File: src/rtl/seq_divider.sv
// Iterative restoring divider: one quotient bit per clock,
// valid/ready handshake on both operand and result sides.
module seq_divider #(
  parameter int DIVIDEND_W = 16,
  parameter int DIVISOR_W  = 8
) (
  input  logic                  clk,
  input  logic                  rst,
  input  logic                  in_valid,
  output logic                  in_ready,
  input  logic [DIVIDEND_W-1:0] dividend,
  input  logic [DIVISOR_W-1:0]  divisor,
  output logic                  out_valid,
  input  logic                  out_ready,
  output logic [DIVIDEND_W-1:0] quotient,
  output logic [DIVISOR_W-1:0]  remainder,
  output logic                  div_by_zero
);

  localparam int CW = $clog2(DIVIDEND_W + 1);

  typedef enum logic [1:0] {
    IDLE,
    BUSY,
    DONE
  } state_t;

  state_t                  state_q;
  logic [CW-1:0]           cnt_q;
  logic [DIVISOR_W-1:0]    prem_q;
  logic [DIVIDEND_W-1:0]   qreg_q;
  logic [DIVISOR_W-1:0]    dsr_q;
  logic [DIVIDEND_W-1:0]   quotient_q;
  logic [DIVISOR_W-1:0]    remainder_q;
  logic                    dbz_q;

  logic [DIVISOR_W:0]      shift_d;
  logic [DIVISOR_W:0]      diff_d;
  logic                    ge_d;
  logic [DIVISOR_W-1:0]    prem_d;
  logic [DIVIDEND_W-1:0]   qreg_d;

  // The held remainder is always < divisor, so only the
  // shifted working value needs the extra bit.
  always_comb begin
    shift_d = {prem_q, qreg_q[DIVIDEND_W-1]};
    diff_d  = shift_d - {1'b0, dsr_q};
    ge_d    = shift_d >= {1'b0, dsr_q};
    prem_d  = ge_d ? diff_d[DIVISOR_W-1:0]
                   : shift_d[DIVISOR_W-1:0];
    qreg_d  = {qreg_q[DIVIDEND_W-2:0], ge_d};
  end

  always_ff @(posedge clk) begin
    if (rst) begin
      state_q     <= IDLE;
      cnt_q       <= '0;
      prem_q      <= '0;
      qreg_q      <= '0;
      dsr_q       <= '0;
      quotient_q  <= '0;
      remainder_q <= '0;
      dbz_q       <= 1'b0;
    end else begin
      unique case (state_q)
        IDLE: begin
          if (in_valid) begin
            if (divisor != '0) begin
              state_q <= BUSY;
              cnt_q   <= CW'(DIVIDEND_W);
              prem_q  <= '0;
              qreg_q  <= dividend;
              dsr_q   <= divisor;
            end else begin
              state_q     <= DONE;
              quotient_q  <= '1;
              remainder_q <= dividend[DIVISOR_W-1:0];
              dbz_q       <= 1'b1;
            end
          end
        end
        BUSY: begin
          prem_q <= prem_d;
          qreg_q <= qreg_d;
          cnt_q  <= cnt_q - CW'(1);
          if (cnt_q == CW'(1)) begin
            state_q     <= DONE;
            quotient_q  <= qreg_d;
            remainder_q <= prem_d;
            dbz_q       <= 1'b0;
          end
        end
        DONE: begin
          if (out_ready) state_q <= IDLE;
        end
        default: state_q <= IDLE;
      endcase
    end
  end

  assign in_ready    = (state_q == IDLE);
  assign out_valid   = (state_q == DONE);
  assign quotient    = quotient_q;
  assign remainder   = remainder_q;
  assign div_by_zero = dbz_q;

endmodule

File: config.mk
export PLATFORM = sky130hd
export DESIGN_NAME = seq_divider
export DESIGN_NICKNAME = d
export VERILOG_FILES = /design/src/rtl/seq_divider.sv
export SDC_FILE = /design/constraint.sdc
export NUM_CORES = 1
export LEC_CHECK = 0
export CAP_MARGIN = 20
export CORE_MARGIN = 4
export CORE_UTILIZATION = 25
export CTS_BUF_LIST = sky130_fd_sc_hd__clkbuf_4 sky130_fd_sc_hd__clkbuf_8 sky130_fd_sc_hd__clkbuf_16
export DETAILED_ROUTE_END_ITERATION = 10
export PLACE_DENSITY_LB_ADDON = 0.25
export SLEW_MARGIN = 10
export SYNTH_ARGS = -nofsm -noshare
export SYNTH_HDL_FRONTEND = slang
export SYNTH_SLANG_ARGS = --single-unit
File: constraint.sdc
create_clock -name clk -period 2.9 [get_ports clk]
set_clock_uncertainty 0.15 [all_clocks]
set_input_delay 0.58 -clock clk [delete_from_list [all_inputs] [get_ports clk]]
set_output_delay 0.58 -clock clk [all_outputs]
set_load 0.005 [all_outputs]
==> results.json <==
{
  "maxSlewViolCount": 0,
  "synth_enable_flop_cells": 0,
  "syn-cell-area_um2": 3160,
  "finalPower_uw": 3170,
  "pwr-share-clk_pct": 34.7,
  "die_h_um": 120,
  "wl_per_cell_um": 14.0,
  "grt_first_pass_wirelength_mm": 14.4,
  "seq_area_frac_synth_pct": 40.6,
  "power.density_nw_per_um2": 758,
  "fin_setup_tns_ns": 0,
  "status": "finished clean",
  "antenna_found_initial": 0,
  "ys_warn_count": 0,
  "worstPathArrival_ns": 2.59,
  "gp_congestion": 0.794,
  "ys_top_cells_by_count": "dfxtp_1 (64), nand2_1 (60), nor2_1 (53)",
  "synthToLayoutAreaGrowth_pct": 32.4,
  "finalSetupViolCount": 0,
  "clk_latency_ns": 0.32,
  "synth_top_area_share_pct": 40.6,
  "p_switching_uw": 1060,
  "hold_violations": 0,
  "dieArea_um2": 14500,
  "final.min_clock_period_ns": 2.50,
  "clock-sinks": 64,
  "start_util_pct": 25.9,
  "synth.distinct_cells": 53,
  "cts.reportedPaths.clkPinSlew_ns": 0.06,
  "die-width_um": 120,
  "syn_area_per_cell_um2": 7.98,
  "tightest_slew_ns": 0.883,
  "holdWs_ns": 0.309,
  "ant_nets": 0,
  "htree_num_levels": 3,
  "port_buffers": 54,
  "grt_usage_pct": 12.2,
  "finalCritPeriodShare_pct": 86.3,
  "drt_pre_antenna_iters": 4,
  "synth_top_flop_cell": "dfxtp_1",
  "multiInputGateArea_um2": 1690,
  "grt_max_degree": 44,
  "drcViolationCount": 0,
  "rows": 40,
  "max_slew_margin_pct": 40.7,
  "seq_power_share_pct": 33.1,
  "dp_hpwl_mm": 6.18,
  "clk_path_buf_depth": 2,
  "critical_path.max_fanout": 3,
  "diodes": 0,
  "rsz0062_at_grt": "false",
  "core_um2": 12200,
  "synth_area_leaders": "dfxtp_1 (41%), nand2_1 (7.1%), nor2_1 (6.3%), nor3_1 (5.7%), a21oi_1 (4.4%)",
  "cts_hold_buffers": 0,
  "synthArstFlopShare_pct": 0,
  "syn_nets": 435,
  "cts_tree": "yes",
  "ir_drop_mv": 0.279,
  "dr_total_vias": 2870,
  "yosys_register_bits": 64,
  "gr-total-overflow": 0,
  "p_int_uw": 2110,
  "drive_gt1_share_pct": 8.71,
  "critPathKind": "reg -> reg",
  "cts_resized": 0,
  "final.fill_count": 1317,
  "switching_share_pct": 33.5,
  "placed_cells": 600,
  "required_ns": 2.99,
  "layout.cells.non_filler": 616,
  "yosysMostFrequentCell": "dfxtp_1",
  "cts-root-buf": "clkbuf_16",
  "p_comb_share_pct": 32.3,
  "fmax_mhz": 400,
  "grt_pass1_vias": 2807,
  "io_pins": 55,
  "viasPerCell": 4.66,
  "synth_top_area_cell": "dfxtp_1",
  "postSynthCellCount": 396,
  "drtIter0Drc": 161,
  "nets": 482,
  "hp-class": "reg -> reg",
  "numCtsBuffers": 9,
  "cp-end-kind": "flop",
  "routed_wl_mm": 8.60,
  "ff_latch_area_um2": 1280,
  "power_leakage_uw": 0.00152,
  "post-cts-setup-buffers": 0,
  "start_kind": "flop",
  "maxCapViolations": 0
}
[sequential cells by signal, summed over array words and instances (netlist names)]
register / flops
state_q: 2
remainder: 8
div_by_zero: 1
dsr_q: 8
qreg_q: 16
quotient: 16
prem_q: 8
cnt_q: 5
[cell usage in the layout, fill, tap and decap left out, types with 2 or more instances in the layout]
cell             netlist  final
dfxtp_1               64     64
nand2_1               60     60
nor2_1                53     53
clkdlybuf4s50_1        0     53
nor3_1                36     36
a21oi_1               28     27
a311oi_1              16     16
inv_1                 15     15
ha_1                  10     10
clkbuf_16              0      9
buf_4                  2      8
a21o_1                 7      7
o21ai_0                7      7
nand3_1                5      5
xnor2_1                5      5
nand3b_1               5      5
nand2b_1               4      4
or3_1                  4      4
nor4_1                 4      4
a211oi_1               4      4
o211ai_1               3      3
mux2i_1                3      3
nor2b_1                2      2
nor4_2                 2      2
a21oi_2                1      2
xor2_1                 2      2
nand4b_1               2      2
o21a_1                 2      2
a22oi_1                2      2
a2bb2oi_1              2      2
clkinvlp_4             0      2
buf_12                 0      2
[metal layers]
| layer | global-route usage, % | part of all wire, % | vias to the layer above |
|---|---|---|---|
| met5 | 0 | 0 | - |
| met4 | 4.67 | 1.6 | 0 |
| met3 | 2.57 | 4.7 | 9 |
| met2 | 18.7 | 45 | 62 |
| met1 | 16.8 | 49 | 1315 |
| li1 | - | - | 1484 |
[area by class of cell]
class	count	share of cell area (%)
clock buffer	10	5.71
sequential	64	30.6
inverter	15	1.35
timing repair buffer	64	15.2
clock inverter	6	1.61
multi-input combinational	289	40.5
tap	168	5.02
[logic make-up (layout without fill, tap and decap cells)]
logic type / after synthesis / count (layout) / synth area share [%]
and+or+nand+nor: 184 / 184 / 26.9
AOI/OAI and AO/OA: 84 / 84 / 19.2
DFF: 64 / 64 / 40.6
buffers and inverters: 43 / 95 / 5.94
adders and majority gates: 11 / 11 / 4.59
xor gates and xnor gates: 7 / 7 / 1.94
muxes: 3 / 3 / 0.951
[metrics by stage]
step                setup slack, ns  utilization (%)  cell area (um2)
floorplan                     0.704                -             3160
global placement              0.243             31.8             3880
detailed placement            0.165             31.8             3880
CTS                           0.384             34.3             4180
global route                  0.203             34.3             4180
finish                        0.398             34.3             4180
[power groups by stage]
stage / clock network [uW] / logic [uW] / registers (uW)
2_1_floorplan: 0 / 811 / 1040
3_3_place_gp: 0 / 1010 / 1060
3_5_place_dp: 0 / 1020 / 1070
4_1_cts: 1130 / 1030 / 1050
5_1_grt: 1170 / 1150 / 1060
6_report: 1100 / 1020 / 1050
[worst max-delay path, stage by stage, from the launching register on]
cell and delay, ns:
dfxtp_1 0.39, inv_1 0.07, ha_1 0.22, inv_1 0.07
fa_1 0.23, a211oi_1 0.12, or4b_1 0.51, o2111ai_1 0.15
nand2_2 0.09, a31o_1 0.24, o31ai_2 0.17
[final timing paths]
check	from	to	slack, ns	depth (start not counted)
max	qreg_q[15]	remainder[6]	0.40	10
min	dsr_q[4]	dsr_q[4]	0.31	2
max reg2reg	qreg_q[15]	remainder[6]	0.40	10
min reg2reg	dsr_q[4]	dsr_q[4]	0.31	2
Note: power is estimated with default switching activity, not from simulation.
